`config.mk`:
```
export PLATFORM = sky130hd
export DESIGN_NAME = overlap_accum_seq
export DESIGN_NICKNAME = d
export VERILOG_FILES = /design/src/rtl/overlap_accum_seq.sv
export SDC_FILE = /design/constraint.sdc
export NUM_CORES = 1
export LEC_CHECK = 0
export BUFFER_PORTS_ARGS = -buffer_cell sky130_fd_sc_hd__buf_2
export CAP_MARGIN = 20
export CORE_ASPECT_RATIO = 1.75
export CORE_MARGIN = 8
export CORE_UTILIZATION = 30
export CTS_CLUSTER_SIZE = 10
export DETAILED_ROUTE_END_ITERATION = 10
export PLACE_DENSITY_LB_ADDON = 0.12
export SYNTH_ARGS = -nofsm -noshare
export SYNTH_HDL_FRONTEND = slang
export SYNTH_SLANG_ARGS = --single-unit
```
`constraint.sdc`:
```
create_clock -name clk -period 2 [get_ports clk]
set_input_delay 0.2 -clock clk [delete_from_list [all_inputs] [get_ports clk]]
set_output_delay 0.2 -clock clk [all_outputs]
set_load 0.01 [all_outputs]
```
`src/rtl/overlap_accum_seq.sv`:
```
// Four-beat overlapped accumulator: P1/P4 land on even bits (P4 shifted up by one
// lane), P2/P3 on odd bits; the result is held until downstream takes it.

module overlap_accum_lane (
  input  logic       clk,
  input  logic       rst,
  input  logic       clr,
  input  logic       take,
  input  logic [1:0] idx,
  input  logic       d,
  input  logic       d_prev,
  output logic [1:0] bits
);
  // bits[0] is ACC[2i] (P1[i] ^ P4[i-1]), bits[1] is ACC[2i+1] (P2[i] ^ P3[i])
  always_ff @(posedge clk) begin
    if (rst || clr) begin
      bits <= '0;
    end else if (take) begin
      case (idx)
        2'd0:    bits <= {1'b0, d};
        2'd1,
        2'd2:    bits[1] <= bits[1] ^ d;
        default: bits[0] <= bits[0] ^ d_prev;
      endcase
    end
  end
endmodule

module overlap_accum_seq #(
  parameter int W       = 117,
  parameter bit OUT_REG = 1
) (
  input  logic         clk,
  input  logic         rst,
  input  logic         clr,
  input  logic         in_valid,
  output logic         in_ready,
  input  logic [W-1:0] in_data,
  output logic [1:0]   beat_idx,
  output logic         out_valid,
  input  logic         out_ready,
  output logic [2*W:0] out_data
);
  typedef enum logic [1:0] {IDLE, COLLECT, HOLD} state_t;

  state_t               state, state_nx;
  logic [1:0]           idx, idx_nx;
  logic                 top, top_nx;
  logic                 take;
  logic [W-1:0]         d_ext;
  logic [W-1:0][1:0]    lane_bits;
  logic [2*W:0]         acc;

  assign out_valid = (state == HOLD);
  assign in_ready  = !out_valid;
  assign beat_idx  = idx;
  // clr blocks acceptance in its own cycle
  assign take      = in_valid && in_ready && !clr;
  assign d_ext     = {in_data[W-2:0], 1'b0};
  assign acc       = {top, lane_bits};

  always_ff @(posedge clk) begin
    if (rst) begin
      state <= IDLE;
      idx   <= '0;
      top   <= 1'b0;
    end else begin
      state <= state_nx;
      idx   <= idx_nx;
      top   <= top_nx;
    end
  end

  always_comb begin
    state_nx = state;
    idx_nx   = idx;
    top_nx   = top;
    if (clr) begin
      state_nx = IDLE;
      idx_nx   = '0;
      top_nx   = 1'b0;
    end else begin
      if (take) begin
        idx_nx = idx + 2'd1;
        if (idx == 2'd0) top_nx = 1'b0;
        if (idx == 2'd3) top_nx = in_data[W-1];
      end
      case (state)
        IDLE:    if (take) state_nx = COLLECT;
        COLLECT: if (take && idx == 2'd3) state_nx = HOLD;
        HOLD:    if (out_ready) state_nx = IDLE;
        default: state_nx = IDLE;
      endcase
    end
  end

  for (genvar i = 0; i < W; i++) begin : g_lane
    overlap_accum_lane u_lane (
      .clk    (clk),
      .rst    (rst),
      .clr    (clr),
      .take   (take),
      .idx    (idx),
      .d      (in_data[i]),
      .d_prev (d_ext[i]),
      .bits   (lane_bits[i])
    );
  end

  if (OUT_REG) begin : g_oreg
    logic [2*W:0] p4_spread;
    logic [2*W:0] out_q;

    always_comb begin
      p4_spread = '0;
      for (int i = 0; i < W; i++) p4_spread[2*i+2] = in_data[i];
    end

    // Captures the finished result on the last beat so it appears with out_valid
    always_ff @(posedge clk) begin
      if (rst || clr)                 out_q <= '0;
      else if (take && idx == 2'd3)   out_q <= acc ^ p4_spread;
    end
    assign out_data = out_q;
  end else begin : g_ocomb
    assign out_data = acc;
  end
endmodule

```
==> impl_results.md, run 1 <==
- Nets: 3259
- Largest net degree at the start of global routing: 122
- Vias/cell: 5.85
- CP Cell Sequence: inv_1, ha_4, buf_4, or3b_2, a211o_1, a21oi_1
- Die Wd: 230 µm
- Status: complete, no violations
- Synth async-reset ratio: 0%
- CP Max Fanout: 23
- # IOs: 361
- Req. time, crit path: 2540 ps
- First DRT Iteration DRCs: 2032
- Unique masters post-synth: 31
- Total CTS buffers: 53
- RSZ-0062 raised after global routing: true
- RD Place Congestion: 0.802
- EDFF count, synth: 0
- Worst path slowest cell: or3b_2
- Overall routing resource usage: 22.9%
- Register area share after synthesis: 39.6%
- Initial antenna violation count: 22
- H-tree levels: 2
- Met2 GRT Util: 35.0%
- Top_reg_cell synth: dfxtp_1
- Port Buf Inserts: 360
- Clk slew on worst S/H paths: 60 ps
- Slew Limit Fails: 0
- Number of global-route vias before repair: 23600
- Top-area cell type share of the netlist area: 39.6%
- Critical path endpoint category: register
- Core Box Area: 0.0794 mm²
- Max-capacitance violation count: 0
- CTS tree: built
- Fillcell total: 8118
- CP peak stage delay: 450 ps
- Pre-CTS setup slack: -6.31 ps
- First-pass GRT wire length: 160 mm
- ANT nets after route: 0
- Share of layout cells above drive strength 1: 20.9%
- Final setup viols: 0
- Vias: 24600
- GR Util met1: 30.8%
- Worst vdd ir: 569 µV
- Synth Cell Area: 0.0239 mm²
- Synth warn: 0
- Final Util: 37.2%
- DRT Pass-1 Iters: 5
- DP Wirelength: 73.9 mm
- Gr busiest metal: met2
- # rows: 137
- Crit path kind: register to register
- Power Dens Cells: 698 mW/mm²
- Top cells by area, synth: dfxtp_1, o31ai_1, a21oi_1
- Leading area contributor after synthesis: dfxtp_1
- DIE HEIGHT: 390 µm
- M3 GR Usage: 5.39%
- Syn Nets: 2985
- Final Hold Viols: 0
- CTS sink cnt: 474
- CP arrival: 2460 ps
- Minimum clock period: 1930 ps
- Area Growth Syn to Fin: 23.4%
- Max clock buf depth: 3
- Starting Density: 30.2%
- Mean Syn Cell Area: 8.37 µm²
- WHS: 27.5 ps
- Lkg Pwr: 11.3 nW
- DRC viols: 0
- Total grt overflow: 0
- Cells after Synth: 2860
- Skew-Pair Late Insertion Delay: 620 ps
- DIE AREA: 0.0895 mm²
- Yosys reg bits: 474
- Worst Skew: 17.1 ps
- Final WL: 108 mm
- Final Cycle Share: 96.4%
- Critical Path Start Type: register
- Worst Hold Class: input port to register
- Fmax: 519 MHz
- Wire per inst: 25.8 µm
- Worst Tran Pin Value: 899 ps
- Sum Neg Setup Slack: 0 ps
- Clk Tree Root Cell: clkbuf_16
- Final Worst Setup Slack: 72.9 ps
- Rel. slew slack: 40.1%
where the power goes:
group          switching [mW]  internal [mW]  leakage (nW)  total, mW
Combinational            1.39          0.823          6.81       2.22
Clock                    4.04           4.69         0.665       8.74
Sequential              0.101           9.56          3.83       9.67
Total                    5.54           15.1          11.3       20.6
area by class of cell:
type | count | area [µm²] | area share [%]
Multi-Input combinational cell | 2015 | 13000 | 44.0
Sequential cell | 474 | 9490 | 32.1
Timing Repair Buffer | 583 | 4290 | 14.5
Clock buffer | 58 | 1360 | 4.59
Tap cell | 1042 | 1300 | 4.41
Inverter | 5 | 42.5 | 0.144
Antenna cell | 15 | 37.5 | 0.127
Timing Repair inverter | 2 | 17.5 | 0.0593
through the flow:
step / cell area [µm²] / cells / total power, mW
2_1_floorplan: 23900 / 2860 / 11.0
3_3_place_gp: 27300 / 4041 / 11.9
3_5_place_dp: 27300 / 4041 / 11.9
4_1_cts: 29500 / 4175 / 20.9
5_1_grt: 29500 / 4193 / 21.3
6_report: 29500 / 4194 / 20.6
what timing repair did:
item                                   CTS  global route
setup endpoints to repair                3            64
gates cloned                             3             1
hold buffers                            71             0
buffers inserted                         2             4
resized for setup                        2             5
endpoints found under the hold margin   95             0
pin swaps                                0             2
cells in the mapped netlist (5+ instances only):
cell type,instances
nand4_1,119
dfxtp_1,474
nand2_1,117
or3b_1,43
a211o_1,116
a31oi_1,117
nand2b_1,121
or3b_2,73
xor2_1,117
nor3_1,118
nor2_1,118
buf_6,8
buf_1,5
or4_1,117
clkbuf_1,295
buf_2,54
a21oi_1,356
o31ai_1,352
nor4_1,117
flip-flops by register name, indices dropped and copies added (netlist names):
name                count
beat_idx                2
g_lane.u_lane.bits    234
out_data              235
state                   2
top                     1
placed cells by master (no fill, tap or decap), types with 2 or more instances in the layout:
cell	netlist	final
a31oi_1	117	117
nor3_1	118	118
nand4_1	119	119
nand2b_1	121	118
inv_6	0	2
nor4_1	117	116
nand3_1	2	2
nand2_1	117	117
o21ai_0	4	4
or3b_1	43	43
buf_6	8	2
ha_4	0	3
buf_12	0	44
buf_2	54	360
dfxtp_1	474	474
o31ai_1	352	352
or4_1	117	117
xor2_1	117	117
clkbuf_1	295	4
clkbuf_16	0	54
nor2_1	118	118
dlygate4sd3_1	0	71
or3b_2	73	73
buf_16	0	2
a21oi_1	356	354
nand2b_4	0	3
buf_4	4	102
inv_1	3	3
a21oi_2	0	2
diode_2	0	15
a211o_1	116	116
cells by family after synthesis:
kind of cell / after synthesis / synth area share, %
AOI/OAI and AO/OA: 946 / 26.0
and+or+nand+nor: 949 / 23.5
DFF: 474 / 39.6
xor gates and xnor gates: 117 / 4.28
buffers and inverters: 371 / 6.42
adders and majority gates: 3 / 0.157
worst paths after layout:
path                      start  depth (start not counted)  slack (ps)                    endpoint
hold reg to reg   out_data[149]                          2         470               out_data[149]
setup reg to reg    beat_idx[0]                          6          70  g_lane[100].u_lane.bits[0]
setup / recovery    beat_idx[0]                          6          70  g_lane[100].u_lane.bits[0]
hold / removal      in_data[41]                          4          30   g_lane[41].u_lane.bits[0]
critical path, delay by kind of cell (launching register included):
kind,cells,cell delay (ps)
AO/OA/AOI/OAI,2,440
adder cells (fa/ha/maj),1,270
buffers and inverters,2,330
flip-flops,1,340
AND/OR/NAND/NOR,1,450
layer usage:
metal / share of wire [%] / up-vias
met1: 44 / 12200
met5: 0 / -
met3: 7.5 / 145
met2: 44 / 859
met4: 4.0 / 0
li1: - / 11400
No activity file was read; power rests on OpenSTA's default activity.
==> run 2: changes to the inputs <==
--- a/config.mk
+++ b/config.mk
@@ -13,6 +13,7 @@
 export CTS_CLUSTER_SIZE = 10
 export DETAILED_ROUTE_END_ITERATION = 10
 export PLACE_DENSITY_LB_ADDON = 0.12
+export RECOVER_POWER = 100
 export SYNTH_ARGS = -nofsm -noshare
 export SYNTH_HDL_FRONTEND = slang
 export SYNTH_SLANG_ARGS = --single-unit
==> run 2 against run 1 <==
  * Sequential share of layout area increased by 0.43 points
  * Clock power about the same
  * Combinational power about the same
  * Clock skew decreased by 1.2 ps
  * Global-route usage unchanged
  * Non-clock buffer count unchanged
  * Sequential power about the same
  * Total power about the same
  * Count of clock-buffer cells in the layout unchanged
  * Flip-flop and latch count unchanged
  * Worst setup slack got worse by 28 ps
  * Utilization decreased by 0.49 points
  * Critical endpoint is now g_lane[28].u_lane.bits[1]
==> impl_results.md, run 2 (synthesis results as in run 1) <==
- Crit path kind: register to register
- Clk slew on worst S/H paths: 60 ps (about the same)
- CP peak stage delay: 370 ps (-80 ps)
- Most frequent cells in the layout: dfxtp_1, a21oi_1, o31ai_1
- CTS tree: built
- DRT Pass-1 Iters: 5 (unchanged)
- Wire per inst: 25.9 µm (about the same)
- RR Endpoint: g_lane[28].u_lane.bits[1]
- Worst vdd ir: 565 µV (-0.65%)
- Share of layout cells above drive strength 1: 13.2% (-7.7 points)
- Reg2reg start: state[0]
- Final Util: 36.7% (-0.49 points)
- Area Growth Syn to Fin: 21.7%
- Final setup viols: 0 (unchanged)
- Critical path endpoint category: register
- CP top delay family: buffers and inverters
- Worst Hold End: g_lane[41].u_lane.bits[0]
- First DRT Iteration DRCs: 2100 (+3.3%)
- Worst Skew: 15.9 ps (-1.19 ps)
- Power Dens Cells: 707 mW/mm² (+1.3%)
- CTS sink cnt: 474 (unchanged)
- CP arrival: 2430 ps (-30 ps)
- RD Place Congestion: 0.802 (unchanged)
- Final WL: 109 mm (about the same)
- Max-capacitance violation count: 0 (unchanged)
- Fin area: 0.0291 mm² (-1.3%)
- Starting Density: 30.2% (unchanged)
- Port Buf Inserts: 360 (unchanged)
- Hold depth: 4 (unchanged)
- Fmax: 511 MHz (-1.4%)
- Total grt overflow: 0 (unchanged)
- # rows: 137 (unchanged)
- Die Wd: 230 µm (unchanged)
- Nets: 3259 (unchanged)
- WHS: 30.1 ps (+2.60 ps)
- DP Wirelength: 73.9 mm (unchanged)
- Slew Limit Fails: 0 (unchanged)
- Req. time, crit path: 2470 ps (-70 ps)
- R2R Setup Slk: 40 ps (-30 ps)
- Max clock buf depth: 3 (unchanged)
- Skew-Pair Late Insertion Delay: 610 ps (about the same)
- Number of global-route vias before repair: 23600 (unchanged)
- Final Cycle Share: 97.8% (+1.4 points)
- CP Cell Sequence: nand2b_4, buf_6, inv_6, o31ai_4, clkbuf_4, buf_8, a21oi_1
- RSZ-0062 raised after global routing: true
- Commonest non-fill, non-tap cell in the layout: dfxtp_1
- DIE AREA: 0.0895 mm² (unchanged)
- # IOs: 361 (unchanged)
- Placed cell area: 0.0273 mm² (unchanged)
- Total CTS buffers: 53 (unchanged)
- Max FFs per register: 235 (unchanged)
- Hold Startpoint: in_data[41]
- Lkg Pwr: 10.2 nW (-9.6%)
- DRC viols: 0 (unchanged)
- Cell depth of the worst flop-to-flop path: 7 (+1)
- Worst path slowest cell: dfxtp_1
- H-tree levels: 2 (unchanged)
- CP Buf/Inv Count: 4 (+2)
- Core Box Area: 0.0794 mm² (unchanged)
- Vias/cell: 5.86 (+0.13%)
- Largest net degree at the start of global routing: 122 (unchanged)
- Final Hold Viols: 0 (unchanged)
- Rel. slew slack: 40.7% (+0.65 points)
- Overall routing resource usage: 22.9% (unchanged)
- Critical Path Start Type: register
- Final std cells w/o fill: 4194 (unchanged)
- First-pass GRT wire length: 160 mm (unchanged)
- Worst Hold Class: input port to register
- Clk Tree Root Cell: clkbuf_16
- ANT nets after route: 0 (unchanged)
- Worst Tran Pin Value: 889 ps (-9.80 ps)
- Vias: 24600 (+0.13%)
- CP Max Fanout: 57 (+150%)
- DIE HEIGHT: 390 µm (unchanged)
- Post-Place Cells: 4041 (unchanged)
- Status: complete, no violations
- Minimum clock period: 1960 ps (+28.0 ps)
- Initial antenna violation count: 22 (unchanged)
==> run 2: worst max path at each step <==
| stage | start | endpoint | slack (ps) | depth (start not counted) |
|---|---|---|---|---|
| final | state[0] | g_lane[28].u_lane.bits[1] | 40 | 7 |
| after global routing | beat_idx[0] | g_lane[62].u_lane.bits[0] | -60 | 6 |
| after CTS | beat_idx[0] | g_lane[16].u_lane.bits[0] | 10 | 6 |
| after detailed placement | beat_idx[0] | out_data[158] | -6 | 7 |
| after global placement | beat_idx[0] | out_data[158] | -40 | 7 |
| after floorplan | beat_idx[0] | g_lane[102].u_lane.bits[0] | 80 | 8 |
==> run 2: worst reg2reg max path, delay by kind of cell (launching register included) <==
kind	cells	cell delay [ps]
buffers and inverters	4	830
flip-flops	1	370
AO/OA/AOI/OAI	2	370
AND/OR/NAND/NOR	1	250
==> run 2: per-stage QoR <==
step | total power, mW | TNS (ps) | setup slack (ps)
finish | 20.6 | 0 | 44.9
global placement | 11.9 | -43.6 | -43.6
CTS | 20.9 | 0 | 14.1
detailed placement | 11.9 | -6.31 | -6.31
global route | 21.3 | -456 | -55.3
floorplan | 11.0 | 0 | 83.5
==> run 2: power breakdown <==
| group | switching [mW] | internal (mW) | leakage, nW |
|---|---|---|---|
| sequential | 0.101 | 9.56 | 3.83 |
| combinational | 1.39 | 0.819 | 5.73 |
| clock | 4.04 | 4.70 | 0.665 |
| total | 5.53 | 15.1 | 10.2 |
==> run 2: final cells by class <==
type                    count  area (µm²)
diodes                     15        37.5
clock buffers              58        1360
fillers                  8237       50200
inverters                   5        42.5
multi-input cells        2015       13000
flip-flops and latches    474        9490
well taps                1042        1300
repair buffers            583        3900
repair inverters            2        17.5
==> run 2: routing by layer <==
metal / up-vias / share of wire, % / track usage (%)
met5: - / 0 / 0
met4: 0 / 3.9 / 8.97
met3: 149 / 7.7 / 5.39
met2: 922 / 44 / 35.0
met1: 12100 / 44 / 30.8
li1: 11400 / - / -
==> run 2: what timing repair did <==
| item | CTS | global route |
|---|---|---|
| gates resized for setup | 2 | 5 |
| endpoints found under the hold margin | 95 | 0 |
| endpoints found under the setup margin | 3 | 64 |
| gates cloned | 3 | 1 |
| pin swaps | 0 | 2 |
| setup buffers | 2 | 4 |
| hold buffers | 71 | 0 |
==> run 3: changes to the inputs <==
--- a/config.mk
+++ b/config.mk
@@ -10,6 +10,7 @@
 export CORE_ASPECT_RATIO = 1.75
 export CORE_MARGIN = 8
 export CORE_UTILIZATION = 30
+export CTS_BUF_LIST = sky130_fd_sc_hd__clkbuf_16
 export CTS_CLUSTER_SIZE = 10
 export DETAILED_ROUTE_END_ITERATION = 10
 export PLACE_DENSITY_LB_ADDON = 0.12
==> run 3 against run 2 <==
  * Critical path depth down 1
  * Final cell count about the same
  * Utilization about the same
  * Highest routed layer unchanged
  * Largest cell class unchanged
  * Non-clock buffer count unchanged
==> impl_results.md, run 3 (synthesis results as in run 1) <==
- Max clock buf depth: 3 (unchanged)
- Reg power frac: 47.0% (about the same)
- Rel. slew slack: 40.9% (+0.15 points)
- Share of layout cells above drive strength 1: 13.2% (unchanged)
- H-tree levels: 2 (unchanged)
- ANT nets after route: 0 (unchanged)
- Most frequent cells in the layout: dfxtp_1, a21oi_1, o31ai_1
- RSZ-0062 raised after global routing: true
- Wire per inst: 25.9 µm (+0.11%)
- Critical path endpoint category: register
- CTS sink cnt: 474 (unchanged)
- Number of global-route vias before repair: 23600 (unchanged)
- Total power: 20.6 mW (-0.23%)
- Total CTS buffers: 53 (unchanged)
- Core Box Area: 0.0794 mm² (unchanged)
- Port Buf Inserts: 360 (unchanged)
- Clk slew on worst S/H paths: 60 ps (about the same)
- Fin area: 0.0291 mm² (about the same)
- DIE AREA: 0.0895 mm² (unchanged)
- Switch Pwr: 5.54 mW (+0.23%)
- Critical Path Start Type: register
- Largest net degree at the start of global routing: 122 (unchanged)
- Part of the power in the clock network: 42.2% (-0.2 points)
- Die Wd: 230 µm (unchanged)
- Final setup viols: 0 (unchanged)
- Crit path kind: register to register
- CTS tree: built
- P_int: 15.0 mW (-0.39%)
- First-pass GRT wire length: 160 mm (unchanged)
- Fmax: 512 MHz (+0.18%)
- Worst Tran Pin Value: 887 ps (-2.25 ps)
- Lkg Pwr: 10.2 nW (+0.15%)
- Final Hold Viols: 0 (unchanged)
- RD Place Congestion: 0.802 (unchanged)
- Placed cell area: 0.0273 mm² (unchanged)
- DRC viols: 0 (unchanged)
- Power share of the combinational group: 10.8% (about the same)
- Vias: 24600 (+0.18%)
- Vias/cell: 5.87 (+0.16%)
- Max FFs per register: 235 (unchanged)
- CP arrival: 2490 ps (+60 ps)
- Worst vdd ir: 569 µV (+0.76%)
- Worst Hold Class: input port to register
- Clk Tree Root Cell: clkbuf_16
- Max-capacitance violation count: 0 (unchanged)
- Starting Density: 30.2% (unchanged)
- Power Dens Cells: 706 mW/mm² (-0.21%)
- Commonest non-fill, non-tap cell in the layout: dfxtp_1
- CP Max Fanout: 67 (+18%)
- Minimum clock period: 1950 ps (-3.45 ps)
- Final Cycle Share: 97.6% (-0.17 points)
- Initial antenna violation count: 22 (unchanged)
- DP Wirelength: 73.9 mm (unchanged)
- Area Growth Syn to Fin: 21.7% (about the same)
- Status: complete, no violations
- Skew-Pair Late Insertion Delay: 620 ps (about the same)
- Sw Share: 26.9% (+0.12 points)
- Final WL: 109 mm (+0.13%)
- Overall routing resource usage: 22.9% (unchanged)
- Worst Skew: 17.5 ps (+1.64 ps)
- First DRT Iteration DRCs: 2119 (+0.90%)
- Req. time, crit path: 2540 ps (+70 ps)
- Total grt overflow: 0 (unchanged)
- DRT Pass-1 Iters: 6 (+1)
- DIE HEIGHT: 390 µm (unchanged)
- Slew Limit Fails: 0 (unchanged)
- # rows: 137 (unchanged)
- Nets: 3259 (unchanged)
- # IOs: 361 (unchanged)
[run 3: power by group through the flow]
| stage | logic (mW) | registers (mW) | clock network, mW |
|---|---|---|---|
| after global routing | 2.39 | 9.68 | 9.22 |
| final | 2.21 | 9.67 | 8.68 |
| after global placement | 2.01 | 9.86 | 0 |
| after CTS | 2.20 | 9.66 | 8.95 |
| after detailed placement | 2.05 | 9.87 | 0 |
| after floorplan | 1.20 | 9.85 | 0 |
[run 3: final timing paths]
| kind | start | to | slack, ps | depth (start not counted) |
|---|---|---|---|---|
| hold / removal | in_data[41] | g_lane[41].u_lane.bits[0] | 20 | 4 |
| setup reg to reg | beat_idx[0] | g_lane[30].u_lane.bits[1] | 50 | 6 |
| hold reg to reg | out_data[69] | out_data[69] | 470 | 2 |
| setup / recovery | beat_idx[0] | g_lane[30].u_lane.bits[1] | 50 | 6 |
[run 3: worst max-delay path: stages, from the launching register on]
cell	delay, ps
dfxtp_1	310
buf_4	160
ha_4	190
buf_6	280
nand2b_1	320
or4_1	420
a21oi_1	150
[run 3: metal layers]
layer / part of all wire [%] / vias up / track usage, %
li1: - / 11400 / -
met1: 44 / 12300 / 30.8
met2: 44 / 828 / 35.0
met3: 7.3 / 145 / 5.39
met4: 3.8 / 0 / 8.97
met5: 0 / - / 0
[run 3: repair_timing]
action / 4_1_cts / 5_1_grt
hold endpoints to repair: 95 / 0
resized for setup: 2 / 5
cloned: 3 / 1
pin swaps: 0 / 2
hold buffers: 71 / 0
setup endpoints to repair: 3 / 64
buffers inserted: 2 / 4
[run 3: final cells by class]
cell class	count	area [µm²]
Antenna cell	16	40.0
Clock buffer	53	1330
Clock inverter	5	18.8
Fill cell	8238	50200
Inverter	5	42.5
Multi-Input combinational cell	2015	13000
Sequential cell	474	9490
Tap cell	1042	1300
Timing Repair Buffer	583	3910
Timing Repair inverter	2	17.5
[run 3: per-stage QoR]
step / setup TNS, ps / cells / setup slack (ps) / utilization [%] / hold WS [ps]
4_1_cts: 0 / 4175 / 14.1 / 37.1 / 1.14
3_5_place_dp: -6.31 / 4041 / -6.31 / 34.4 / 458
2_1_floorplan: 0 / 2860 / 83.5 / - / 350
6_report: 0 / 4195 / 48.4 / 36.7 / 16.2
3_3_place_gp: -43.6 / 4041 / -43.6 / 34.4 / 455
5_1_grt: -457 / 4193 / -55.3 / 36.7 / 27.0
